`config.mk`:
```
export PLATFORM = sky130hd
export DESIGN_NAME = pipe_hazard_ctrl_flat
export DESIGN_NICKNAME = d
export VERILOG_FILES = /design/src/rtl/pipe_hazard_ctrl_pkg.sv /design/src/rtl/pipe_hazard_ctrl_if.sv /design/src/rtl/pipe_hazard_ctrl_sat_counter.sv /design/src/rtl/pipe_hazard_ctrl.sv /design/src/flat_wrapper.sv
export SDC_FILE = /design/constraint.sdc
export NUM_CORES = 1
export LEC_CHECK = 0
export CAP_MARGIN = 20
export CORE_MARGIN = 5
export CORE_UTILIZATION = 50
export DETAILED_ROUTE_END_ITERATION = 10
export PLACE_DENSITY_LB_ADDON = 0.05
export SLEW_MARGIN = 20
export SYNTH_ARGS = -nofsm -noshare
export SYNTH_HDL_FRONTEND = slang
export SYNTH_SLANG_ARGS = --single-unit
```
`constraint.sdc`:
```
create_clock -name clk_i -period 5.9 [get_ports clk_i]
set_input_delay 1.18 -clock clk_i [delete_from_list [all_inputs] [get_ports clk_i]]
set_output_delay 1.18 -clock clk_i [all_outputs]
set_load 0.02 [all_outputs]
```
`src/rtl/pipe_hazard_ctrl_pkg.sv`:
```
`default_nettype none
// ============================================================================
//  Module      : pipe_ctrl_pkg
//  Description : Shared types and widths for the pipeline hazard controller.
//  Revision    : 1.0 - initial release
// ============================================================================
package pipe_ctrl_pkg;

    localparam int unsigned c_cnt_w  = 32;
    localparam int unsigned c_wait_w = 8;

    typedef enum logic [0:0] {
        ST_RUN      = 1'b0,
        ST_MEM_WAIT = 1'b1
    } state_e;

    typedef struct packed {
        logic pc;
        logic if_id;
        logic id_rr;
        logic rr_ex;
        logic ex_mem;
    } lock_t;

    typedef struct packed {
        logic if_id;
        logic id_rr;
        logic rr_ex;
        logic mem_wb;
    } flush_t;

    // Saturating increment for the data-memory wait counter.
    function automatic logic [c_wait_w-1:0] wait_inc(input logic [c_wait_w-1:0] v);
        return (v == {c_wait_w{1'b1}}) ? v : v + c_wait_w'(1);
    endfunction

endpackage
`default_nettype wire

```
`src/rtl/pipe_hazard_ctrl_if.sv`:
```
`default_nettype none
// ============================================================================
//  Module      : pipe_hazard_ctrl_if
//  Description : Hazard inputs from the pipeline and control outputs back to it.
//  Revision    : 1.0 - initial release
// ============================================================================
interface pipe_hazard_ctrl_if;
    import pipe_ctrl_pkg::*;

    logic [4:0]         rr_rs1_i;
    logic [4:0]         rr_rs2_i;
    logic               rr_use_rs1_i;
    logic               rr_use_rs2_i;
    logic [4:0]         ex_rd_i;
    logic               ex_memread_i;
    logic               ex_redirect_i;
    logic               dmem_req_i;
    logic               dmem_ready_i;

    logic               pc_lock_o;
    logic               if_id_lock_o;
    logic               id_rr_lock_o;
    logic               rr_ex_lock_o;
    logic               ex_mem_lock_o;
    logic               if_id_flush_o;
    logic               id_rr_flush_o;
    logic               rr_ex_flush_o;
    logic               mem_wb_flush_o;
    logic               pc_sel_o;
    logic               mem_err_o;
    logic [c_cnt_w-1:0] stall_cnt_o;
    logic [c_cnt_w-1:0] flush_cnt_o;

    // Pipeline side: supplies hazard information, consumes control.
    modport master (
        output rr_rs1_i, rr_rs2_i, rr_use_rs1_i, rr_use_rs2_i,
               ex_rd_i, ex_memread_i, ex_redirect_i, dmem_req_i, dmem_ready_i,
        input  pc_lock_o, if_id_lock_o, id_rr_lock_o, rr_ex_lock_o, ex_mem_lock_o,
               if_id_flush_o, id_rr_flush_o, rr_ex_flush_o, mem_wb_flush_o,
               pc_sel_o, mem_err_o, stall_cnt_o, flush_cnt_o
    );

    // Controller side.
    modport slave (
        input  rr_rs1_i, rr_rs2_i, rr_use_rs1_i, rr_use_rs2_i,
               ex_rd_i, ex_memread_i, ex_redirect_i, dmem_req_i, dmem_ready_i,
        output pc_lock_o, if_id_lock_o, id_rr_lock_o, rr_ex_lock_o, ex_mem_lock_o,
               if_id_flush_o, id_rr_flush_o, rr_ex_flush_o, mem_wb_flush_o,
               pc_sel_o, mem_err_o, stall_cnt_o, flush_cnt_o
    );

endinterface
`default_nettype wire

```
`src/rtl/pipe_hazard_ctrl_sat_counter.sv`:
```
`default_nettype none
// ============================================================================
//  Module      : sat_counter
//  Description : Up-counter with enable and synchronous clear, holds at all-ones.
//  Revision    : 1.0 - initial release
// ============================================================================
module sat_counter #(
    parameter int unsigned WIDTH = 32
) (
    input  wire logic             clk_i,
    input  wire logic             clr_i,
    input  wire logic             en_i,
    output logic      [WIDTH-1:0] count_o
);

    logic [WIDTH-1:0] r_count;

    always_ff @(posedge clk_i) begin
        if (clr_i) begin
            r_count <= '0;
        end else if (en_i && (r_count != {WIDTH{1'b1}})) begin
            r_count <= r_count + WIDTH'(1);
        end
    end

    assign count_o = r_count;

endmodule
`default_nettype wire

```
`src/rtl/pipe_hazard_ctrl.sv`:
```
`default_nettype none
// ============================================================================
//  Module      : pipe_hazard_ctrl
//  Description : Stall/flush/redirect control for a 5-stage pipeline with a
//                data-memory wait state and sticky timeout flag.
//  Revision    : 1.0 - initial release
// ============================================================================
module pipe_hazard_ctrl
    import pipe_ctrl_pkg::*;
#(
    parameter int unsigned MEM_TIMEOUT = 16
) (
    input  wire logic         clk_i,
    input  wire logic         rst_i,
    pipe_hazard_ctrl_if.slave hz
);

    localparam logic [c_wait_w-1:0] c_timeout = c_wait_w'(MEM_TIMEOUT);

    state_e              r_state;
    state_e              w_state_nxt;
    logic [c_wait_w-1:0] r_wait_cnt;
    logic [c_wait_w-1:0] w_wait_nxt;
    logic                r_mem_err;

    logic                w_mem_stall;
    logic                w_rs1_hit;
    logic                w_rs2_hit;
    logic                w_load_use;
    lock_t               w_lock;
    flush_t              w_flush;
    logic                w_pc_sel;
    logic [c_cnt_w-1:0]  w_stall_cnt;
    logic [c_cnt_w-1:0]  w_flush_cnt;

    // A request that drops while waiting behaves exactly like a ready.
    assign w_mem_stall = hz.dmem_req_i & ~hz.dmem_ready_i;

    assign w_rs1_hit  = hz.rr_use_rs1_i & (hz.rr_rs1_i == hz.ex_rd_i);
    assign w_rs2_hit  = hz.rr_use_rs2_i & (hz.rr_rs2_i == hz.ex_rd_i);
    assign w_load_use = hz.ex_memread_i & (hz.ex_rd_i != 5'd0) & (w_rs1_hit | w_rs2_hit);

    always_ff @(posedge clk_i) begin
        if (rst_i) begin
            r_state    <= ST_RUN;
            r_wait_cnt <= '0;
            r_mem_err  <= 1'b0;
        end else begin
            r_state    <= w_state_nxt;
            r_wait_cnt <= w_wait_nxt;
            if (w_wait_nxt >= c_timeout) begin
                r_mem_err <= 1'b1;
            end
        end
    end

    always_comb begin
        w_state_nxt = r_state;
        w_wait_nxt  = r_wait_cnt;
        case (r_state)
            ST_RUN: begin
                if (w_mem_stall) begin
                    w_state_nxt = ST_MEM_WAIT;
                    w_wait_nxt  = c_wait_w'(1);
                end
            end
            ST_MEM_WAIT: begin
                if (w_mem_stall) begin
                    w_wait_nxt = wait_inc(r_wait_cnt);
                end else begin
                    w_state_nxt = ST_RUN;
                    w_wait_nxt  = '0;
                end
            end
            default: begin
                w_state_nxt = ST_RUN;
                w_wait_nxt  = '0;
            end
        endcase
    end

    // Reset forces bubbles everywhere; otherwise mem stall > redirect > load-use.
    always_comb begin
        w_lock   = '0;
        w_flush  = '0;
        w_pc_sel = 1'b0;
        if (rst_i) begin
            w_flush = '1;
        end else if (w_mem_stall) begin
            w_lock         = '1;
            w_flush.mem_wb = 1'b1;
        end else if (hz.ex_redirect_i) begin
            w_pc_sel      = 1'b1;
            w_flush.if_id = 1'b1;
            w_flush.id_rr = 1'b1;
            w_flush.rr_ex = 1'b1;
        end else if (w_load_use) begin
            w_lock.pc     = 1'b1;
            w_lock.if_id  = 1'b1;
            w_lock.id_rr  = 1'b1;
            w_flush.rr_ex = 1'b1;
        end
    end

    sat_counter #(
        .WIDTH (c_cnt_w)
    ) u_stall_cnt (
        .clk_i   (clk_i),
        .clr_i   (rst_i),
        .en_i    (|w_lock),
        .count_o (w_stall_cnt)
    );

    sat_counter #(
        .WIDTH (c_cnt_w)
    ) u_flush_cnt (
        .clk_i   (clk_i),
        .clr_i   (rst_i),
        .en_i    (w_pc_sel),
        .count_o (w_flush_cnt)
    );

    assign hz.pc_lock_o      = w_lock.pc;
    assign hz.if_id_lock_o   = w_lock.if_id;
    assign hz.id_rr_lock_o   = w_lock.id_rr;
    assign hz.rr_ex_lock_o   = w_lock.rr_ex;
    assign hz.ex_mem_lock_o  = w_lock.ex_mem;
    assign hz.if_id_flush_o  = w_flush.if_id;
    assign hz.id_rr_flush_o  = w_flush.id_rr;
    assign hz.rr_ex_flush_o  = w_flush.rr_ex;
    assign hz.mem_wb_flush_o = w_flush.mem_wb;
    assign hz.pc_sel_o       = w_pc_sel;
    assign hz.mem_err_o      = r_mem_err;
    assign hz.stall_cnt_o    = w_stall_cnt;
    assign hz.flush_cnt_o    = w_flush_cnt;

endmodule
`default_nettype wire
```
`src/flat_wrapper.sv`:
```
// flat-port wrapper written by rule: the top's interface ports become plain ports
module pipe_hazard_ctrl_flat import pipe_ctrl_pkg::*;
#(
    parameter int unsigned MEM_TIMEOUT = 16
)
  (clk_i, rst_i, hz_rr_rs1_i, hz_rr_rs2_i, hz_rr_use_rs1_i, hz_rr_use_rs2_i, hz_ex_rd_i, hz_ex_memread_i, hz_ex_redirect_i, hz_dmem_req_i, hz_dmem_ready_i, hz_pc_lock_o, hz_if_id_lock_o, hz_id_rr_lock_o, hz_rr_ex_lock_o, hz_ex_mem_lock_o, hz_if_id_flush_o, hz_id_rr_flush_o, hz_rr_ex_flush_o, hz_mem_wb_flush_o, hz_pc_sel_o, hz_mem_err_o, hz_stall_cnt_o, hz_flush_cnt_o);
  pipe_hazard_ctrl_if hz_i ();
  input  wire logic clk_i;
  input  wire logic rst_i;
  input wire logic [$bits(hz_i.rr_rs1_i)-1:0] hz_rr_rs1_i;
  input wire logic [$bits(hz_i.rr_rs2_i)-1:0] hz_rr_rs2_i;
  input wire logic [$bits(hz_i.rr_use_rs1_i)-1:0] hz_rr_use_rs1_i;
  input wire logic [$bits(hz_i.rr_use_rs2_i)-1:0] hz_rr_use_rs2_i;
  input wire logic [$bits(hz_i.ex_rd_i)-1:0] hz_ex_rd_i;
  input wire logic [$bits(hz_i.ex_memread_i)-1:0] hz_ex_memread_i;
  input wire logic [$bits(hz_i.ex_redirect_i)-1:0] hz_ex_redirect_i;
  input wire logic [$bits(hz_i.dmem_req_i)-1:0] hz_dmem_req_i;
  input wire logic [$bits(hz_i.dmem_ready_i)-1:0] hz_dmem_ready_i;
  output wire logic [$bits(hz_i.pc_lock_o)-1:0] hz_pc_lock_o;
  output wire logic [$bits(hz_i.if_id_lock_o)-1:0] hz_if_id_lock_o;
  output wire logic [$bits(hz_i.id_rr_lock_o)-1:0] hz_id_rr_lock_o;
  output wire logic [$bits(hz_i.rr_ex_lock_o)-1:0] hz_rr_ex_lock_o;
  output wire logic [$bits(hz_i.ex_mem_lock_o)-1:0] hz_ex_mem_lock_o;
  output wire logic [$bits(hz_i.if_id_flush_o)-1:0] hz_if_id_flush_o;
  output wire logic [$bits(hz_i.id_rr_flush_o)-1:0] hz_id_rr_flush_o;
  output wire logic [$bits(hz_i.rr_ex_flush_o)-1:0] hz_rr_ex_flush_o;
  output wire logic [$bits(hz_i.mem_wb_flush_o)-1:0] hz_mem_wb_flush_o;
  output wire logic [$bits(hz_i.pc_sel_o)-1:0] hz_pc_sel_o;
  output wire logic [$bits(hz_i.mem_err_o)-1:0] hz_mem_err_o;
  output wire logic [$bits(hz_i.stall_cnt_o)-1:0] hz_stall_cnt_o;
  output wire logic [$bits(hz_i.flush_cnt_o)-1:0] hz_flush_cnt_o;
  assign hz_i.rr_rs1_i = hz_rr_rs1_i;
  assign hz_i.rr_rs2_i = hz_rr_rs2_i;
  assign hz_i.rr_use_rs1_i = hz_rr_use_rs1_i;
  assign hz_i.rr_use_rs2_i = hz_rr_use_rs2_i;
  assign hz_i.ex_rd_i = hz_ex_rd_i;
  assign hz_i.ex_memread_i = hz_ex_memread_i;
  assign hz_i.ex_redirect_i = hz_ex_redirect_i;
  assign hz_i.dmem_req_i = hz_dmem_req_i;
  assign hz_i.dmem_ready_i = hz_dmem_ready_i;
  assign hz_pc_lock_o = hz_i.pc_lock_o;
  assign hz_if_id_lock_o = hz_i.if_id_lock_o;
  assign hz_id_rr_lock_o = hz_i.id_rr_lock_o;
  assign hz_rr_ex_lock_o = hz_i.rr_ex_lock_o;
  assign hz_ex_mem_lock_o = hz_i.ex_mem_lock_o;
  assign hz_if_id_flush_o = hz_i.if_id_flush_o;
  assign hz_id_rr_flush_o = hz_i.id_rr_flush_o;
  assign hz_rr_ex_flush_o = hz_i.rr_ex_flush_o;
  assign hz_mem_wb_flush_o = hz_i.mem_wb_flush_o;
  assign hz_pc_sel_o = hz_i.pc_sel_o;
  assign hz_mem_err_o = hz_i.mem_err_o;
  assign hz_stall_cnt_o = hz_i.stall_cnt_o;
  assign hz_flush_cnt_o = hz_i.flush_cnt_o;
  pipe_hazard_ctrl #(.MEM_TIMEOUT(MEM_TIMEOUT)) u_core (.clk_i(clk_i), .rst_i(rst_i), .hz(hz_i));
endmodule
```
Yosys cells after proc, flatten, opt, wreduce, memory -nomap -nowiden:

Index checks and enable logic that the tools add are counted.

* magnitude comparators: 1
* bitwise gates (word level): 8
* mux-type cells: 18
* reduce and logical (&&, ||, !) cells: 4
* add/sub/neg operators: 3
* equality and inequality tests: 5

Operators with widths (number)
* adder 32 x 1 -> 32 bit, second input constant: 2
* != test 32 bit, second input constant: 2
* 2-to-1 mux 8 bit: 3
* one-hot mux 8 bit (2 select lines): 1
* 2-to-1 mux 3 bit: 4
* == test 5 bit: 2
* adder 8 x 1 -> 8 bit, second input constant: 1
* == test 8 bit, second input constant: 1
* greater-or-equal comparator 8 x 5 -> 1 bit, second input constant: 1
* 2-to-1 mux 1 bit: 6
* AND 1 bit: 5
* 2-to-1 mux 5 bit: 1
* nonzero test 5 bit: 1
* OR reduction 5 bit: 1
* 2-to-1 mux 2 bit: 2
* 2-to-1 mux 4 bit: 1
* logical AND 1 bit: 2
* NOT 1 bit: 2
* bitwise OR 1 bit: 1

* output and inout port bits: 75
* register bits: 74

Longest topological paths before layout:

* depth after elaboration: 10
* mapped depth: 9

By module:

Synthesis repeated with hierarchy kept, for this count alone.

* cell total of the unflattened synthesis: 494
* area, all modules: 4107.7 um^2

By module, submodules not included
* sat_counter: times used 2, area an instance 1674.1 um^2, cells each 199
* pipe_hazard_ctrl: times used 1, area an instance 759.5 um^2, cells each 96

Least setup slack after synthesis:

OpenSTA, ideal clock, no wires.

* kind: input to output
* start: input port hz_ex_rd_i[1]
* end: output port hz_if_id_lock_o
* stages on the path: 6
* data arrival time: 2530 ps
* slack: 2190 ps
* cell sequence: or4_1 -> o21ai_0 -> a21o_2 -> a21o_1 -> inv_1 -> buf_4

* cells in the longest elaborated chain, start to end: 8

RTL lines
* start, declared: RTL line flat_wrapper.sv:14 `input wire logic [$bits(hz_i.ex_rd_i)-1:0] hz_ex_rd_i;`
* == test 5 bit (on tied branches): RTL line pipe_hazard_ctrl.sv:39, pipe_hazard_ctrl.sv:40
* AND 1 bit (on tied branches): RTL line pipe_hazard_ctrl.sv:39, pipe_hazard_ctrl.sv:40
* bitwise OR 1 bit: RTL line pipe_hazard_ctrl.sv:41 `assign w_load_use = hz.ex_memread_i & (hz.ex_rd_i != 5'd0) & (w_rs1_hit | w_rs2_hit);`
* AND 1 bit (*): RTL line pipe_hazard_ctrl.sv:41
* 2-to-1 mux 3 bit (*): RTL line pipe_hazard_ctrl.sv:97 `end else if (w_load_use) begin`
* 2-to-1 mux 3 bit (*): RTL line pipe_hazard_ctrl.sv:92 `end else if (hz.ex_redirect_i) begin`
* 2-to-1 mux 3 bit (*): RTL line pipe_hazard_ctrl.sv:89 `end else if (w_mem_stall) begin`
* 2-to-1 mux 5 bit (*): RTL line pipe_hazard_ctrl.sv:87 `if (rst_i) begin`
* end, declared: RTL line flat_wrapper.sv:20 `output wire logic [$bits(hz_i.if_id_lock_o)-1:0] hz_if_id_lock_o;`

Mark *: on every way between the ends. The rest lies on a longest branch, timed or not.

Worst setup path after layout:

* start: input port hz_ex_rd_i[1]
* end: output port hz_id_rr_lock_o

* cells in the longest elaborated chain, start to end: 8

RTL lines
* == test 5 bit (on tied branches): RTL line pipe_hazard_ctrl.sv:39, pipe_hazard_ctrl.sv:40
* AND 1 bit (on tied branches): RTL line pipe_hazard_ctrl.sv:39, pipe_hazard_ctrl.sv:40
* bitwise OR 1 bit: RTL line pipe_hazard_ctrl.sv:41
* AND 1 bit (*): RTL line pipe_hazard_ctrl.sv:41
* 2-to-1 mux 3 bit (*): RTL line pipe_hazard_ctrl.sv:97
* 2-to-1 mux 3 bit (*): RTL line pipe_hazard_ctrl.sv:92
* 2-to-1 mux 3 bit (*): RTL line pipe_hazard_ctrl.sv:89
* 2-to-1 mux 5 bit (*): RTL line pipe_hazard_ctrl.sv:87
* end, declared: RTL line flat_wrapper.sv:21 `output wire logic [$bits(hz_i.id_rr_lock_o)-1:0] hz_id_rr_lock_o;`

Marks and branches as above.

==> impl_results.md <==
- Status: completed
- Via density: 5.70
- Count leader, synth: dfxtp_1
- First-pass GRT wire length: 16900 um
- Unrepaired setup endpoints after global routing: false
- Cell count after synthesis: 467
- Peak supply drop: 0.109 mV
- Placeable Area: 7330 um^2
- Worst-path maximum fanout: 7
- Rows: 31
- DR iter-0 viols: 157
- Post-Route Setup TNS: 0 ns
- Tcrit/Tclk final: 80.2%
- Critical Path Sink Type: primary output
- Pwr/cell area: 194 nW/um^2
- Leakage: 1.62 nW
- Largest net degree at the start of global routing: 45
- Dominant cell type by area after synthesis: dfxtp_1
- Antenna Cells: 0
- Vias in the first global route: 3620
- Syn nets: 493
- Hold Violations, Final: 0
- Top post-synthesis cells by count: dfxtp_1, nor2_1, a21oi_1
- GRT met3 Usage: 6.68%
- Post-Syn Area: 3820 um^2
- Hold slack: 0.519 ns
- Yosys reg bits: 74
- Minimum clock period: 4.73 ns
- Total grt overflow: 0
- Worst relative slew slack: 45.3%
- Met1 global-route usage: 26.8%
- Post-CTS Resized: 0
- Post-Route WL: 10100 um
- Slew @ Worst Pin: 0.821 ns
- # setup viols final: 0
- Clock Skews: 0.00941 ns
- Area grow syn2layout: 31.4%
- Unique cell type count in the Yosys netlist: 48
- Yosys top cell area share: 38.7%
- Clock-pin slew on the worst setup and hold paths: 0.08 ns
- Wire per inst: 15.3 um
- Post-Syn Area per Cell: 8.19 um^2
- Primary FF master, synth: dfxtp_1
- Yosys warnings: 0
- Cts bufs inserted: 9
- Final ANT Viol Nets: 0
- Layout cell share with drive strength beyond 1: 5.34%
- Busiest grt layer: met2
- Total power: 975 uW
- Slew Limit Fails: 0
- CTS Buffer Depth: 2
- Max Clock Freq: 211 MHz
- DIE AREA: 9500 um^2
- CTS sink count: 74
- GR Util met2: 34.5%
- Sequential-to-total area share from yosys stat: 38.7%
- Crit path top cell by count: clkdlybuf4s50_1
- Io pins: 98
- Via count: 3769
- H-tree lvl count: 3
- R2R setup slack: 3.03 ns
- Min-Delay Path Class: reg -> reg
- Hold-fix buffers at CTS: 0
- Ys async rst share: 0%
- Buffers added on ports: 97
- Worst-Skew Late Latency: 0.35 ns
- Hpwl dp: 7240 um
- Crit path launch type: input port
- Critical setup path kind: in -> out
- Synth top area cells: dfxtp_1, a21oi_1, xor2_1
- Worst path max stage delay: 0.55 ns
- Cells along the critical path: clkdlybuf4s50_1 -> or4_1 -> o21ai_0 -> a21o_2 -> a21o_1 -> inv_1 -> clkdlybuf4s50_1
- Maxcap violations: 0
- Root Driver: clkbuf_8
- Global Route Usage Sum: 21.0%
- DRT Pass-1 Iters: 4
- Final net count: 583
- CP arrival: 3.55 ns
- Post-CTS Setup Bufs: 0
- DRC Markers: 0
- CTS tree: done
- Number of flops mapped to enable cells by yosys: 0
- Gpl congestion: 0.963
- Starting Density: 52.2%
- Die width: 97.5 um
- Die H: 97.5 um
- Worst path slowest cell: or4_1
- Initial antenna violation count: 0
- Worst path required time: 4.72 ns
## sequential cells by signal (all words and copies together), names as in the netlist
| name | cells |
|---|---|
| u_core.u_flush_cnt.count_o | 32 |
| u_core.u_stall_cnt.count_o | 32 |
| u_core.r_wait_cnt | 8 |
| u_core.hz.mem_err_o | 1 |
| u_core.r_state | 1 |
## per-stage QoR
| step | util [%] | setup WS, ns | cell area, um^2 | cells |
|---|---|---|---|---|
| 2_1_floorplan | - | 2.19 | 3820 | 467 |
| 3_3_place_gp | 65.7 | 1.26 | 4820 | 645 |
| 3_5_place_dp | 65.7 | 1.16 | 4820 | 645 |
| 4_1_cts | 68.5 | 1.15 | 5020 | 661 |
| 5_1_grt | 68.5 | 1.02 | 5020 | 661 |
| 6_report | 68.5 | 1.17 | 5020 | 661 |
## final timing paths
path                                                    start                              to  cells past startpoint
worst min-delay path                     u_core.r_wait_cnt[2]            u_core.r_wait_cnt[2]                      2
worst max register to register  u_core.u_stall_cnt.count_o[0]  u_core.u_stall_cnt.count_o[29]                      8
worst max-delay path                            hz_ex_rd_i[1]                 hz_id_rr_lock_o                      7
worst min register to register           u_core.r_wait_cnt[2]            u_core.r_wait_cnt[2]                      2
## area by class of cell
| class | instances | area, um^2 |
|---|---|---|
| clock buffers | 10 | 138 |
| clock inverters | 6 | 66.3 |
| fillers | 626 | 2310 |
| inverters | 13 | 48.8 |
| multi-input cells | 361 | 2190 |
| flip-flops and latches | 74 | 1480 |
| well taps | 99 | 124 |
| repair buffers | 98 | 973 |
## cells by family (layout without fill, tap and decap cells)
family / after synthesis / after routing / synth area share, %
multiplexers: 5 / 5 / 1.41
flip-flops: 74 / 74 / 38.7
adder cells (fa/ha/maj): 3 / 3 / 0.982
AO/OA/AOI/OAI: 101 / 101 / 15.3
AND/OR/NAND/NOR: 214 / 214 / 30.9
XOR/XNOR: 38 / 38 / 8.70
buffers and inverters: 32 / 127 / 3.93
## placed cells by master (no fill, tap or decap), types with 6 or more instances in the layout
cell type        count
inv_1               13
or3_1               20
a21oi_1             42
and4_1               9
nand2b_1             6
nand3_1             38
dfxtp_1             74
xor2_1              22
and3_1              12
clkbuf_8            10
or4_1               11
o31ai_1             10
o21ai_0             30
nor3_1               6
nand4_1             15
xnor2_1             16
nand2_1             24
clkdlybuf4s50_1     96
nor2_1              48
## critical path: cells and delay by family
| family | cells | cell delay, ns |
|---|---|---|
| simple gates | 1 | 0.55 |
| compound gates | 3 | 0.68 |
| buf+inv | 3 | 1.13 |
## report_power, final
part           switching (mW)  internal, mW
sequential            0.00293         0.501
clock                   0.196         0.207
combinational          0.0368        0.0314
## layer usage
metal | wire length (um) | vias up
li1 | - | 1877
met1 | 4720 | 1761
met2 | 4680 | 119
met3 | 597 | 12
met4 | 106 | 0
met5 | 0 | -
Power figures use the tool's default switching activity.
